File: config.mk
export PLATFORM = sky130hd
export DESIGN_NAME = mcp3008_reader_flat
export DESIGN_NICKNAME = d
export VERILOG_FILES = /design/src/rtl/mcp3008_reader_if.sv /design/src/rtl/mcp3008_reader.sv /design/src/flat_wrapper.sv
export SDC_FILE = /design/constraint.sdc
export NUM_CORES = 1
export LEC_CHECK = 0
export ABC_AREA = 1
export CAP_MARGIN = 20
export CORE_UTILIZATION = 40
export DETAILED_ROUTE_END_ITERATION = 8
export GPL_ROUTABILITY_DRIVEN = 0
export SYNTH_ARGS = -nofsm -noshare
export SYNTH_HDL_FRONTEND = slang
export SYNTH_SLANG_ARGS = --single-unit
File: constraint.sdc
create_clock -name clk_in -period 1.6 [get_ports clk_in]
set_input_delay 0.32 -clock clk_in [delete_from_list [all_inputs] [get_ports clk_in]]
set_output_delay 0.32 -clock clk_in [all_outputs]
set_load 0.01 [all_outputs]
File: src/rtl/mcp3008_reader_if.sv
// Command/result bundle between the command decoder, the MCP3008 reader and the FT245 TX packer.
// master = decoder/consumer side, slave = the reader.
interface mcp3008_reader_if;
  logic       start;
  logic [2:0] channel;
  logic       single_ended;
  logic       busy;
  logic [9:0] data;
  logic       data_valid;
  logic       data_ready;

  modport master (
    output start, channel, single_ended, data_ready,
    input  busy, data, data_valid
  );

  modport slave (
    input  start, channel, single_ended, data_ready,
    output busy, data, data_valid
  );
endinterface

File: src/rtl/mcp3008_reader.sv
// SPI master running one 17-clock MCP3008 conversion frame per start; result on valid/ready.
// Optional MCP3008_AVG_EN: four frames per start, data = truncated mean of the four results.
module mcp3008_reader #(
  parameter int CLK_DIV = 8,
  parameter int CS_IDLE = 8
) (
  input  logic               clk_in,
  input  logic               rst_n,
  mcp3008_reader_if.slave    cmd,
  output logic               mcp_dclk,
  output logic               mcp_din,
  input  logic               mcp_dout,
  output logic               mcp_cs_n
);

  localparam logic [1:0] S_IDLE  = 2'd0;
  localparam logic [1:0] S_SETUP = 2'd1;
  localparam logic [1:0] S_SHIFT = 2'd2;
  localparam logic [1:0] S_HOLD  = 2'd3;

  localparam logic [7:0] DIV_LAST  = 8'(CLK_DIV - 1);
  localparam logic [7:0] IDLE_LAST = 8'(CS_IDLE - 1);

  logic [1:0] state_q, state_d;
  logic [7:0] cnt_q, cnt_d;
  logic [4:0] edge_q, edge_d;
  logic [4:0] cmd_q, cmd_d;
  logic [9:0] sh_q, sh_d;
  logic [9:0] data_q, data_d;
  logic       dv_q, dv_d;
  logic       dclk_q, dclk_d;
  logic       din_q, din_d;
  logic       cs_n_q, cs_n_d;
  logic       accept;

`ifdef MCP3008_AVG_EN
  logic [3:0]  cfg_q, cfg_d;
  logic [1:0]  frame_q, frame_d;
  logic [11:0] acc_q, acc_d;
  logic [11:0] acc_sum;
  assign acc_sum = acc_q + {2'b00, sh_q};
`endif

  assign accept = cmd.start && !dv_q && (state_q == S_IDLE);

  always_comb begin
    state_d = state_q;
    cnt_d   = cnt_q;
    edge_d  = edge_q;
    cmd_d   = cmd_q;
    sh_d    = sh_q;
    data_d  = data_q;
    dv_d    = dv_q;
    dclk_d  = dclk_q;
    din_d   = din_q;
    cs_n_d  = cs_n_q;
`ifdef MCP3008_AVG_EN
    cfg_d   = cfg_q;
    frame_d = frame_q;
    acc_d   = acc_q;
`endif
    if (dv_q && cmd.data_ready) dv_d = 1'b0;

    case (state_q)
      S_IDLE: begin
        if (accept) begin
          state_d = S_SETUP;
          cnt_d   = 8'd0;
          cs_n_d  = 1'b0;
          din_d   = 1'b1;
          // Remaining command bits after the start bit, shifted out on falling edges.
          cmd_d   = {cmd.single_ended, cmd.channel, 1'b0};
`ifdef MCP3008_AVG_EN
          cfg_d   = {cmd.single_ended, cmd.channel};
          frame_d = 2'd0;
          acc_d   = 12'd0;
`endif
        end
      end
      S_SETUP: begin
        if (cnt_q == DIV_LAST) begin
          state_d = S_SHIFT;
          cnt_d   = 8'd0;
          dclk_d  = 1'b1;
          edge_d  = 5'd1;
        end else begin
          cnt_d = cnt_q + 8'd1;
        end
      end
      S_SHIFT: begin
        if (cnt_q != DIV_LAST) begin
          cnt_d = cnt_q + 8'd1;
        end else begin
          cnt_d = 8'd0;
          if (!dclk_q) begin
            dclk_d = 1'b1;
            edge_d = edge_q + 5'd1;
            // Rising edges 8..17 carry B9..B0.
            if (edge_q >= 5'd7) sh_d = {sh_q[8:0], mcp_dout};
          end else begin
            dclk_d = 1'b0;
            if (edge_q == 5'd17) begin
              state_d = S_HOLD;
              cs_n_d  = 1'b1;
              din_d   = 1'b0;
`ifdef MCP3008_AVG_EN
              if (frame_q == 2'd3) begin
                data_d  = acc_sum[11:2];
                dv_d    = 1'b1;
                frame_d = 2'd0;
              end else begin
                acc_d   = acc_sum;
                frame_d = frame_q + 2'd1;
              end
`else
              data_d = sh_q;
              dv_d   = 1'b1;
`endif
            end else begin
              din_d = cmd_q[4];
              cmd_d = {cmd_q[3:0], 1'b0};
            end
          end
        end
      end
      default: begin
        if (cnt_q != IDLE_LAST) begin
          cnt_d = cnt_q + 8'd1;
        end else begin
          cnt_d   = 8'd0;
          state_d = S_IDLE;
`ifdef MCP3008_AVG_EN
          // frame_q is nonzero only while frames of the current average remain.
          if (frame_q != 2'd0) begin
            state_d = S_SETUP;
            cs_n_d  = 1'b0;
            din_d   = 1'b1;
            cmd_d   = {cfg_q, 1'b0};
          end
`endif
        end
      end
    endcase
  end

  always_ff @(posedge clk_in or negedge rst_n) begin
    if (!rst_n) begin
      state_q <= S_IDLE;
      cnt_q   <= 8'd0;
      edge_q  <= 5'd0;
      cmd_q   <= 5'd0;
      sh_q    <= 10'd0;
      data_q  <= 10'd0;
      dv_q    <= 1'b0;
      dclk_q  <= 1'b0;
      din_q   <= 1'b0;
      cs_n_q  <= 1'b1;
`ifdef MCP3008_AVG_EN
      cfg_q   <= 4'd0;
      frame_q <= 2'd0;
      acc_q   <= 12'd0;
`endif
    end else begin
      state_q <= state_d;
      cnt_q   <= cnt_d;
      edge_q  <= edge_d;
      cmd_q   <= cmd_d;
      sh_q    <= sh_d;
      data_q  <= data_d;
      dv_q    <= dv_d;
      dclk_q  <= dclk_d;
      din_q   <= din_d;
      cs_n_q  <= cs_n_d;
`ifdef MCP3008_AVG_EN
      cfg_q   <= cfg_d;
      frame_q <= frame_d;
      acc_q   <= acc_d;
`endif
    end
  end

  assign cmd.busy       = (state_q != S_IDLE);
  assign cmd.data       = data_q;
  assign cmd.data_valid = dv_q;
  assign mcp_dclk       = dclk_q;
  assign mcp_din        = din_q;
  assign mcp_cs_n       = cs_n_q;

endmodule

File: src/flat_wrapper.sv
// flat-port wrapper written by rule: the top's interface ports become plain ports
module mcp3008_reader_flat 
#(
  parameter int CLK_DIV = 8,
  parameter int CS_IDLE = 8
)
  (clk_in, rst_n, mcp_dclk, mcp_din, mcp_dout, mcp_cs_n, cmd_start, cmd_channel, cmd_single_ended, cmd_data_ready, cmd_busy, cmd_data, cmd_data_valid);
  mcp3008_reader_if cmd_i ();
  input  logic clk_in;
  input  logic rst_n;
  output logic mcp_dclk;
  output logic mcp_din;
  input  logic mcp_dout;
  output logic mcp_cs_n;
  input wire logic [$bits(cmd_i.start)-1:0] cmd_start;
  input wire logic [$bits(cmd_i.channel)-1:0] cmd_channel;
  input wire logic [$bits(cmd_i.single_ended)-1:0] cmd_single_ended;
  input wire logic [$bits(cmd_i.data_ready)-1:0] cmd_data_ready;
  output wire logic [$bits(cmd_i.busy)-1:0] cmd_busy;
  output wire logic [$bits(cmd_i.data)-1:0] cmd_data;
  output wire logic [$bits(cmd_i.data_valid)-1:0] cmd_data_valid;
  assign cmd_i.start = cmd_start;
  assign cmd_i.channel = cmd_channel;
  assign cmd_i.single_ended = cmd_single_ended;
  assign cmd_i.data_ready = cmd_data_ready;
  assign cmd_busy = cmd_i.busy;
  assign cmd_data = cmd_i.data;
  assign cmd_data_valid = cmd_i.data_valid;
  mcp3008_reader #(.CLK_DIV(CLK_DIV), .CS_IDLE(CS_IDLE)) u_core (.clk_in(clk_in), .rst_n(rst_n), .cmd(cmd_i), .mcp_dclk(mcp_dclk), .mcp_din(mcp_din), .mcp_dout(mcp_dout), .mcp_cs_n(mcp_cs_n));
endmodule
* Word level (Yosys, flattened, before mapping)
Cells that the tools add are included.
** Operators by class
- Add/sub/neg operators :: 2
- $mul :: 0
- Divide/modulo/power cells :: 0
- $lt $le $gt $ge :: 1
- Equal/unequal tests :: 13
- Shifts and indexed selects :: 0
- Muxes and demuxes :: 39
- Bitwise operators :: 2
- Reduce and logical (&&, ||, !) cells :: 16
** Operators with widths (count)
- $mux 5 :: 7
- $mux 8 :: 3
- $pmux 5 s2 :: 2
- $mux 1 :: 16
- $pmux 8 s2 :: 1
- $reduce_and 4->1 :: 4
- $mux 2 :: 6
- $reduce_and 5->1 :: 2
- $add 8x1->8 const B :: 1
- $eq 8x3->1 const B :: 1
- $ne 2x1->1 const B :: 4
- $ne 8x3->1 const B :: 1
- $ne 2x2->1 const B :: 3
- $pmux 1 s2 :: 3
- $pmux 2 s3 :: 1
- $reduce_and 6->1 :: 1
- $reduce_bool 2->1 :: 3
- $add 5x1->5 const B :: 1
- $eq 5x5->1 const B :: 1
- $ge 5x3->1 const B :: 1
- $logic_and 1x1->1 :: 3
- $ne 3x2->1 const B :: 1
- $reduce_and 3->1 :: 1
- $eq 2x1->1 const B :: 1
- other kinds (4) :: 5
** Word-level totals
- Bits in registers :: 44
- Latch bits :: 0
- Bits in writable memories :: 0
- Bits in read-only memories :: 0
- Input bits :: 9
- Memories kept :: 0

* Depth between registers and ports, before layout
Gate-level depths: netlist of the first run.
- Depth after elaboration :: 6
- Gate-level depth with buffers :: 9

* Worst setup path before layout of the first run
Ideal clock, no wire load.
- Kind :: flip-flop to flip-flop
- From :: register u_core.state_q[0]
- To :: register u_core.sh_q[0]
- Setup time :: 0.119 ns
- Arrival time :: 1.321 ns
- Data required time :: 1.481 ns
- Slack :: 0.161 ns
- Cell stages (with the launch flop) :: 8
- Clock period less this slack :: 1.439 ns
- Cell sequence :: dfrtp_1 inv_1 ha_1 inv_2 nor2_1 nand3_1 buf_2 o21a_1
** Between the ends
- Cells in the longest elaborated chain, start to end :: 2
** Ends and longest elaborated chain
- from (decl) :: RTL line mcp3008_reader.sv:24 : logic [1:0] state_q, state_d;
- from (signal assigned) :: RTL line mcp3008_reader.sv:164 : state_q <= state_d;
- $eq 2x2->1 :: RTL line mcp3008_reader.sv:64 : case (state_q)
- $reduce_and 4->1 (no source line)
- to (signal assigned) :: RTL line mcp3008_reader.sv:152 : sh_q <= 10'd0;
- to (signal assigned) :: RTL line mcp3008_reader.sv:168 : sh_q <= sh_d;
- to (decl) :: RTL line mcp3008_reader.sv:28 : logic [9:0] sh_q, sh_d;
Every way passes these cells.
A chain may end at the register's enable or synchronous reset.

* Worst setup path in the final report of the first run
- From :: register u_core.data_q[6], in the netlist u_core.cmd.data[6]
- To :: output cmd_data[6]
** RTL lines
- from (decl) :: RTL line mcp3008_reader.sv:29 : logic [9:0] data_q, data_d;
- from (signal assigned) :: RTL line mcp3008_reader.sv:169 : data_q <= data_d;
- to (decl) :: RTL line flat_wrapper.sv:20 : output wire logic [$bits(cmd_i.data)-1:0] cmd_data;
No word-level cell between the ends.

==> run_results.csv, run 1 <==
group,metric,value,unit
global_routing,grt_first_pass_wirelength,6960,um
route,drt-initial-drc-count,92,
pwr,ir_drop,0.623,mV
worst_setup_path,cpMaxStageDelayCell,"clkdlybuf4s50_1",
placement,port_buffers,23,
worst_setup_path,cp_top_family,"buffers and inverters",
timing,period_minus_slack,1.51,ns
route,wl_per_cell,11.2,um
global_routing,grt_pass1_vias,1601,
pwr,clockPowerShare,26.0,%
timing,fmax,660,MHz
yosys,syn_nets,272,
cts,cts_tree,"done",
worst_setup_path,critPathCapture,"cmd_data[6]",
yosys,synth_area,2080,um^2
yosys,synth-compound-area-share,9.75,%
floorplanning,initial_core_util,42.9,%
worst_setup_path,crit_path_start_kind,"register",
yosys,synth_cell_type_count,25,
route,via_per_inst,4.66,
outcome,run_status,"completed",
yosys,synth_simple_gate_area_share,27.5,%
pwr,pwr-share-comb,38.4,%
cts,cts_buffers,5,
worst_setup_path,path_buf_inv,1,
yosys,synth_edf_count,0,
cts,path_clk_slew,0.08,ns
route,firstDrtPassIters,4,
route,routed_wl,4110,um
cts,htree_levels,2,
final_layout,fin_nets,313,
yosys,ys_seq_elements,43,
floorplanning,core_area,4850,um^2
final_layout,layout_common_cells,"nand2_1, dfrtp_1, inv_1",
pwr,power_frac_seq,35.6,%
pwr,p_int,2520,uW
floorplanning,die-area,5490,um^2
cts,clock_insertion_delay_worst_skew,0.29,ns
cts,root_buffer,"clkbuf_8",
yosys,synth_xor_xnor_area_share,0.421,%
worst_setup_path,cp_slowest_stage_delay,0.54,ns
route,drcViolationCount,0,
timing,hold_viol,0,
cts,clockBufferDepth,2,
placement,hpwlAfterDp,2910,um
worst_setup_path,critPathRequiredTime,1.28,ns
timing,worst_pin_slew,0.437,ns
yosys,yosysWarnings,0,
worst_setup_path,r2r_end,"u_core.sh_q[0]",
yosys,synthAdderAreaFrac,3.61,%
floorplanning,die-width,74.1,um
global_routing,antenna_found_initial,0,
pwr,p_switching,1310,uW
placement,dpl-instance-area,2500,um^2
worst_setup_path,r2r-start,"u_core.cnt_q[1]",
final_layout,area_growth,30.7,%
yosys,postSynthCellCount,257,
worst_setup_path,path_max_fanout,2,
worst_setup_path,endpoint_kind,"output port",
worst_setup_path,rr_worst_depth,6,
worst_setup_path,critPathKind,"register to output port",
timing,period_share,94.6,%
worst_setup_path,worst-path-stages,1,
floorplanning,rows,25,
yosys,synth.avg_cell_area,8.09,um^2
job,cap_violations,0,
final_layout,drive_above_1_share,16.7,%
timing,finalMaxSlewViolations,0,
yosys,async_reset_ff_share,100,%
timing,relSlewSlack,70.9,%
timing,tns,0,ns
worst_setup_path,crit_arrival,1.19,ns
final_layout,num_antenna_cells,0,
cts,cts.sinks,43,
timing,setup_ws,0.0856,ns
global_routing,grt_max_degree,27,
timing,final-setup-viol-count,0,
final_layout,final_common_cell,"nand2_1",
yosys,synth.area.mux_share,0,%
global_routing,track_usage,16.7,%
yosys,synth_top_family_by_area,"simple AND/OR/NAND/NOR gates",
timing,skew,0.00542,ns
placement,dpl_worst_slack,-0.147,ns
global_routing,grt_overflow_total,0,
final_layout,fin_util,56.0,%
floorplanning,die_y,74.1,um
worst_setup_path,crit_chain,"clkdlybuf4s50_1",
yosys,yosysSeqAreaShare,51.8,%
min_path,hold_path.class,"register to register",
route,ant_nets,0,
pwr,power.total,3830,uW
pwr,p_leak,0.00125,uW
yosys,ys.flop_type,"dfrtp_1",
route,vias,1706,
final_layout,fin_area,2720,um^2
final_layout,nFillCells,456,
pwr,p_per_area,1410,nW/um^2
pwr,netSwitchingFraction,34.2,%
worst_setup_path,startpoint,"u_core.cmd.data[6]",
worst_setup_path,reg2reg_slack,0.10,ns
floorplanning,num_io_pins,24,
## registers in the layout, summed over array words and instances, names as in the netlist
signal,count
u_core.mcp_din,1
u_core.mcp_dclk,1
u_core.cmd_q,4
u_core.mcp_cs_n,1
u_core.cmd.data,10
u_core.edge_q,5
u_core.sh_q,10
u_core.cmd.data_valid,1
u_core.state_q,2
u_core.cnt_q,8
## cells in the mapped netlist, types with 2 or more instances
| cell type | instances | share of area [%] |
|---|---|---|
| nand3_1 | 16 | 3.9 |
| a21oi_1 | 4 | 0.96 |
| o21ai_0 | 10 | 2.4 |
| nand2_1 | 82 | 15 |
| dfrtp_1 | 42 | 51 |
| nor3_1 | 3 | 0.72 |
| nand3_2 | 2 | 0.96 |
| nor2_1 | 22 | 4.0 |
| nor2_4 | 2 | 1.1 |
| buf_2 | 6 | 1.4 |
| inv_1 | 28 | 5.1 |
| nand4_1 | 2 | 0.60 |
| ha_1 | 6 | 3.6 |
| nand3b_1 | 2 | 0.72 |
| inv_2 | 2 | 0.36 |
| o21ai_1 | 19 | 4.6 |
## how the worst min path moves through the flow
stage               slack, ns            endpoint  cells after the start             from
floorplan                0.02  u_core.cmd.data[0]                      0            rst_n
global route             0.50     u_core.cmd_q[1]                      2  u_core.cmd_q[1]
CTS                      0.47     u_core.mcp_cs_n                      2  u_core.mcp_cs_n
detailed placement       0.29     u_core.cmd_q[3]                      1            rst_n
finish                   0.47     u_core.mcp_cs_n                      2  u_core.mcp_cs_n
global placement         0.30     u_core.cmd_q[3]                      1            rst_n
## cells by family (layout without fill, tap and decap cells)
logic type,after synthesis,in the layout
AO/OA/AOI/OAI,38,38
XOR/XNOR,1,1
adder cells (fa/ha/maj),6,6
buffers and inverters,36,78
flip-flops,43,43
AND/OR/NAND/NOR,133,133
## stage by stage
stage | std cells | hold slack, ns
after floorplan | 257 | 0.0244
after global placement | 355 | 0.295
after detailed placement | 355 | 0.287
after CTS | 365 | 0.473
after global routing | 366 | 0.502
final | 366 | 0.470
## repair_timing
item | CTS | global route
gates resized for setup | 3 | 21
setup buffers | 1 | 1
pin swaps | 1 | 2
endpoints found under the setup margin | 6 | 33
hold buffers | 1 | 0
endpoints found under the hold margin | 16 | 0
## per-layer routing
layer,track usage (%),up-vias,wire [um]
met5,0,-,0
met4,5.77,0,50
met3,4.07,5,147
met2,25.1,28,1810
met1,23.5,777,2100
li1,-,896,-
## power groups by stage
stage,Combinational (uW),Clock [uW],Sequential [uW]
5_1_grt,1670,1060,1390
2_1_floorplan,777,0,1390
6_report,1470,995,1360
4_1_cts,1330,1020,1360
3_5_place_dp,1310,0,1390
3_3_place_gp,1300,0,1390
## final cells by class
cell class / count / area (um^2) / share of cell area, %
flip-flops and latches: 43 / 1080 / 39.7
well taps: 67 / 83.8 / 3.09
inverters: 30 / 115 / 4.24
repair buffers: 40 / 390 / 14.4
clock buffers: 6 / 72.6 / 2.67
clock inverters: 2 / 60.1 / 2.21
multi-input cells: 178 / 917 / 33.8
No activity file was read; power rests on OpenSTA's default activity.
==> run 2: changes to the inputs <==
--- a/config.mk
+++ b/config.mk
@@ -11,4 +11,5 @@
 export DETAILED_ROUTE_END_ITERATION = 8
 export GPL_ROUTABILITY_DRIVEN = 0
+export MAX_ROUTING_LAYER = met4
 export SYNTH_ARGS = -nofsm -noshare
 export SYNTH_HDL_FRONTEND = slang
==> constraint.sdc (replaced) <==
create_clock -name clk_in -period 1.6 [get_ports clk_in]
set_input_delay 0.32 -clock clk_in [delete_from_list [all_inputs] [get_ports clk_in]]
set_output_delay 0.32 -clock clk_in [all_outputs]
set_load 0.02 [all_outputs]
==> run 2 against run 1 <==
Effect of this change: register-to-register slack lost 0.02 ns; sequential cell count is the same; global-route usage grew 1.5 points; critical path depth is the same; clock power shrank 31%; critical path type unchanged; sequential power is essentially flat; largest cell class unchanged; wire length grew 5.3%.
==> run_results.csv, run 2 (same netlist as run 1, synthesis figures left out) <==
group,metric,value,unit
outcome,run_status,"completed",
worst_setup_path,endpoint_kind,"output port",
pwr,p_leak,0.00144,uW
final_layout,final_common_cell,"nand2_1",
worst_setup_path,r2r_end,"u_core.sh_q[0]",
worst_setup_path,worst-path-stages,1,
worst_setup_path,cpMaxStageDelayCell,"clkdlybuf4s50_1",
route,drcViolationCount,0,
timing,worst_pin_slew,0.383,ns
final_layout,fin_util,57.2,%
worst_setup_path,critPathRequiredTime,1.28,ns
floorplanning,die_y,74.1,um
timing,relSlewSlack,74.5,%
route,ant_nets,0,
route,drt-initial-drc-count,70,
global_routing,grt_first_pass_wirelength,7360,um
final_layout,final-seq-area,1080,um^2
final_layout,layout_common_cells,"nand2_1, dfrtp_1, inv_1",
route,wl_per_cell,11.7,um
global_routing,antenna_found_initial,0,
floorplanning,rows,25,
worst_setup_path,path_buf_inv,1,
cts,htree_levels,2,
worst_setup_path,critPathCapture,"cmd_data[2]",
worst_setup_path,cp_top_family,"buffers and inverters",
cts,cts_buffers,5,
cts,cts.sinks,43,
pwr,p_per_area,1330,nW/um^2
cts,root_buffer,"clkbuf_8",
cts,path_clk_slew,0.08,ns
worst_setup_path,path_max_fanout,2,
worst_setup_path,cp_slowest_stage_delay,0.61,ns
final_layout,drive_above_1_share,19.5,%
final_layout,multi_input_area,960,um^2
floorplanning,initial_core_util,42.9,%
route,via_per_inst,4.71,
worst_setup_path,reg2reg_slack,0.08,ns
global_routing,grt_pass1_vias,1626,
timing,period_minus_slack,1.56,ns
worst_setup_path,crit_chain,"clkdlybuf4s50_1",
route,firstDrtPassIters,5,
cts,clock_insertion_delay_worst_skew,0.29,ns
global_routing,grt_overflow_total,0,
global_routing,track_usage,18.1,%
final_layout,final_cells,369,
placement,hpwlAfterDp,3080,um
floorplanning,core_area,4850,um^2
timing,tns,0,ns
worst_setup_path,crit_arrival,1.24,ns
timing,final-setup-viol-count,0,
worst_setup_path,crit_path_start_kind,"register",
floorplanning,num_io_pins,24,
floorplanning,die-area,5490,um^2
timing,skew,0.00885,ns
worst_setup_path,critPathKind,"register to output port",
cts,cts_tree,"done",
placement,dpl_worst_slack,-0.134,ns
placement,port_buffers,23,
floorplanning,die-width,74.1,um
cts,clockBufferDepth,2,
timing,hold_viol,0,
timing,fmax,641,MHz
final_layout,num_antenna_cells,0,
route,routed_wl,4330,um
pwr,ir_drop,0.696,mV
worst_setup_path,startpoint,"u_core.cmd.data[2]",
final_layout,area_growth,33.4,%
global_routing,grt_max_degree,22,
timing,finalMaxSlewViolations,0,
min_path,hold_path.class,"input pin to asynchronous set/reset pin",
route,vias,1737,
worst_setup_path,rr_worst_depth,8,
worst_setup_path,r2r-start,"u_core.edge_q[1]",
placement,dp.cells,357,
job,cap_violations,0,
final_layout,nFillCells,438,
final_layout,fin_nets,317,
timing,period_share,97.5,%
timing,setup_ws,0.0402,ns
## run 2: cell types whose count changed in the layout (fill, tap and decap cells not counted), sizes merged
cell and change:
dlygate4sd2 +1, clkinv +1, bufinv -2, dlymetal6s2s +10
buf +5, clkdlybuf4s50 -11, clkbuf -1
## run 2: power by group
group | internal, uW | switching, uW | total (uW)
registers | 1260 | 128 | 1390
clock network | 339 | 350 | 688
logic | 689 | 908 | 1600
total | 2290 | 1390 | 3680
## run 2: worst min path at each step
stage	startpoint	to	slack, ns	cells after the start
5_1_grt	u_core.cmd_q[1]	u_core.cmd_q[1]	0.50	2
6_report	rst_n	u_core.cmd_q[3]	0.47	2
2_1_floorplan	rst_n	u_core.cmd.data[0]	0.02	0
4_1_cts	u_core.mcp_cs_n	u_core.mcp_cs_n	0.47	2
3_5_place_dp	rst_n	u_core.mcp_din	0.27	1
3_3_place_gp	rst_n	u_core.mcp_din	0.26	1
## run 2: what timing repair did
| action | in CTS | in global routing |
|---|---|---|
| pin swaps | 0 | 10 |
| hold buffers | 1 | 0 |
| hold endpoints to repair | 12 | 0 |
| endpoints found under the setup margin | 8 | 46 |
| cloned | 0 | 0 |
| setup buffers | 0 | 4 |
| gates resized for setup | 10 | 37 |
## run 2: area by class of cell
type | instances | share of cell area [%]
tap | 67 | 3.02
multi-input combinational | 178 | 34.6
inverter | 30 | 4.15
clock inverter | 1 | 0.181
sequential | 43 | 38.9
timing repair buffer | 44 | 16.2
clock buffer | 6 | 2.98
## run 2: per-stage QoR
step	cell area (um^2)	power [uW]	hold slack [ns]
2_1_floorplan	2080	2200	0.0244
3_3_place_gp	2510	2760	0.264
3_5_place_dp	2510	2780	0.269
4_1_cts	2620	3470	0.471
5_1_grt	2770	3960	0.503
6_report	2770	3680	0.471
## run 2: metal layers
| metal | wire (um) | up-vias | GRT usage, % |
|---|---|---|---|
| li1 | - | 905 | - |
| met3 | 139 | 4 | 3.66 |
| met1 | 2180 | 803 | 24.8 |
| met5 | 0 | - | - |
| met4 | 42 | 0 | 5.77 |
| met2 | 1970 | 25 | 27.1 |
==> run 3: changes to the inputs <==
- SETUP_SLACK_MARGIN: unset -> 0.1
- SKIP_LAST_GASP: unset -> 1
- clock period: 1.6 -> 1.7 ns (I/O delays scaled with it)
==> run 3 against run 2 <==
Effect of this change: the run now ends with hold timing left; highest routed layer unchanged; via count fell by 1.6%; worst hold slack lost 0.47 ns; critical path depth increased by 3; critical path type unchanged; clock skew grew 0.0027 ns; total power shrank 9.9%; cell count down 1.4%; largest cell class unchanged; combinational power shrank 17%; non-clock buffer count decreased by 6; global-route usage is 0.94 points lower; worst setup slack improved by 0.14 ns.
==> run_results.csv, run 3 (same netlist as run 1, synthesis figures left out) <==
group,metric,value,unit
outcome,run_status,"finished with violations",
outcome,violations,"hold timing",
global_routing,track_usage,17.2,%
pwr,p_leak,0.00129,uW
floorplanning,die_y,74.1,um
floorplanning,die-width,74.1,um
timing,fmax,657,MHz
worst_setup_path,cp_top_family,"flip-flops",
floorplanning,core_area,4850,um^2
timing,worst_pin_slew,0.263,ns
worst_setup_path,endpoint_kind,"output port",
pwr,ir_drop,0.754,mV
route,via_per_inst,4.70,
route,drcViolationCount,0,
timing,hold_viol,1,
route,firstDrtPassIters,4,
cts,cts_buffers,5,
worst_setup_path,cp_common_cell,"inv_1",
final_layout,drive_above_1_share,16.5,%
worst_setup_path,critPathKind,"register to output port",
placement,dpl-instance-area,2480,um^2
floorplanning,rows,25,
cts,path_clk_slew,0.09,ns
final_layout,final_cells,364,
global_routing,grt_util_met3,3.66,%
global_routing,antenna_found_initial,0,
floorplanning,num_io_pins,24,
cts,holdBufCountCts,0,
global_routing,top_usage_layer,"met1",
global_routing,grt_pass1_vias,1518,
global_routing,gr-usage-met1,24.2,%
worst_setup_path,path_max_fanout,3,
timing,period_minus_slack,1.52,ns
timing,finalMaxSlewViolations,0,
route,wl_per_cell,11.0,um
placement,dp.cells,352,
placement,dpl_worst_slack,-0.0384,ns
placement,hpwlAfterDp,2810,um
timing,skew,0.0116,ns
cts,clockBufferDepth,2,
timing,final-setup-viol-count,0,
route,drt-initial-drc-count,74,
global_routing,globalRouteMet2Util,23.9,%
worst_setup_path,crit_arrival,1.18,ns
timing,setup_ws,0.179,ns
global_routing,grt_first_pass_wirelength,6930,um
min_path,hold_path.class,"input pin to asynchronous set/reset pin",
route,routed_wl,3990,um
cts,clock_insertion_delay_worst_skew,0.31,ns
final_layout,fin_nets,311,
worst_setup_path,path_buf_inv,3,
global_routing,grt_max_degree,44,
final_layout,num_antenna_cells,0,
worst_setup_path,crit_path_start_kind,"register",
route,ant_nets,0,
pwr,p_per_area,1250,nW/um^2
cts,root_buffer,"clkbuf_8",
global_routing,grt_overflow_total,0,
timing,rsz0062_at_grt,"true",
worst_setup_path,cpMaxStageDelayCell,"dfrtp_1",
worst_setup_path,crit_chain,"inv_1 -> ha_2 -> inv_1 -> clkbuf_2",
route,vias,1710,
final_layout,nFillCells,478,
timing,holdWs,-0.000126,ns
cts,cts.sinks,43,
floorplanning,die-area,5490,um^2
timing,relSlewSlack,82.4,%
floorplanning,initial_core_util,42.9,%
pwr,power.total,3310,uW
cts,htree_levels,2,
worst_setup_path,cp_slowest_stage_delay,0.40,ns
final_layout,area_growth,27.5,%
job,cap_violations,0,
worst_setup_path,critPathRequiredTime,1.36,ns
cts,cts_tree,"done",
final_layout,final_common_cell,"nand2_1",
placement,port_buffers,23,
final_layout,fin_area,2650,um^2
timing,period_share,89.5,%
final_layout,layout_common_cells,"nand2_1, dfrtp_1, inv_1",
run 3: changes by cell type in the layout (fill, tap and decap cells not counted), sizes merged:
cell | previous run | this run
inv | 30 | 32
dlymetal6s2s | 10 | 0
dlygate4sd2 | 2 | 14
clkdlybuf4s50 | 9 | 7
dlygate4sd3 | 1 | 0
buf | 22 | 16
run 3: area by class of cell:
cell class	instances	area (um^2)	share of cell area [%]
clock buffer	5	68.8	2.60
clock inverter	3	26.3	0.992
inverter	30	115	4.34
multi-input combinational	178	922	34.8
sequential	43	1080	40.7
tap	67	83.8	3.16
timing repair buffer	38	357	13.5
run 3: worst register-to-register path, stage by stage, from the launching register on:
cell,delay [ns]
dfrtp_1,0.37
ha_1,0.21
nand3_2,0.12
nor2_4,0.19
buf_4,0.16
nor2_4,0.04
nor2_1,0.13
nand2_1,0.08
nand2_1,0.06
nand2_1,0.05
run 3: stage by stage:
stage	hold slack [ns]	TNS, ns	utilization, %
5_1_grt	0.0124	0	54.7
2_1_floorplan	0.0444	0	-
6_report	-0.000126	0	54.7
4_1_cts	0.00189	-0.0278	53.0
3_3_place_gp	0.338	-0.00858	51.1
3_5_place_dp	0.337	-0.0384	51.1
run 3: power by group:
group          switching, uW  leakage [uW]  internal (uW)
Combinational            788      0.000665            540
Sequential               106      0.000580           1190
Clock                    387     0.0000491            302
run 3: final timing paths:
kind                                   startpoint                end  slack, ns  depth (start not counted)
worst min-delay path                        rst_n    u_core.cmd_q[3]    -0.0001                          2
worst max-delay path            u_core.state_q[1]           cmd_busy       0.18                          4
min in group clk_in               u_core.cmd_q[1]    u_core.cmd_q[1]       0.48                          2
worst min register to register    u_core.cmd_q[1]    u_core.cmd_q[1]       0.48                          2
worst max register to register    u_core.cnt_q[1]  u_core.state_q[1]       0.18                          9
max in group asynchronous                   rst_n    u_core.mcp_cs_n       1.44                          2
run 3: repair_timing:
| action | 4_1_cts | 5_1_grt |
|---|---|---|
| hold endpoints to repair | 0 | 0 |
| setup buffers | 0 | 4 |
| pin swaps | 0 | 3 |
| gates resized for setup | 19 | 19 |
| setup endpoints to repair | 21 | 35 |
run 3: per-layer routing:
layer / vias to the layer above / routed length (um)
li1: 892 / -
met1: 779 / 1990
met2: 32 / 1750
met3: 7 / 172
met4: 0 / 68
met5: - / 0
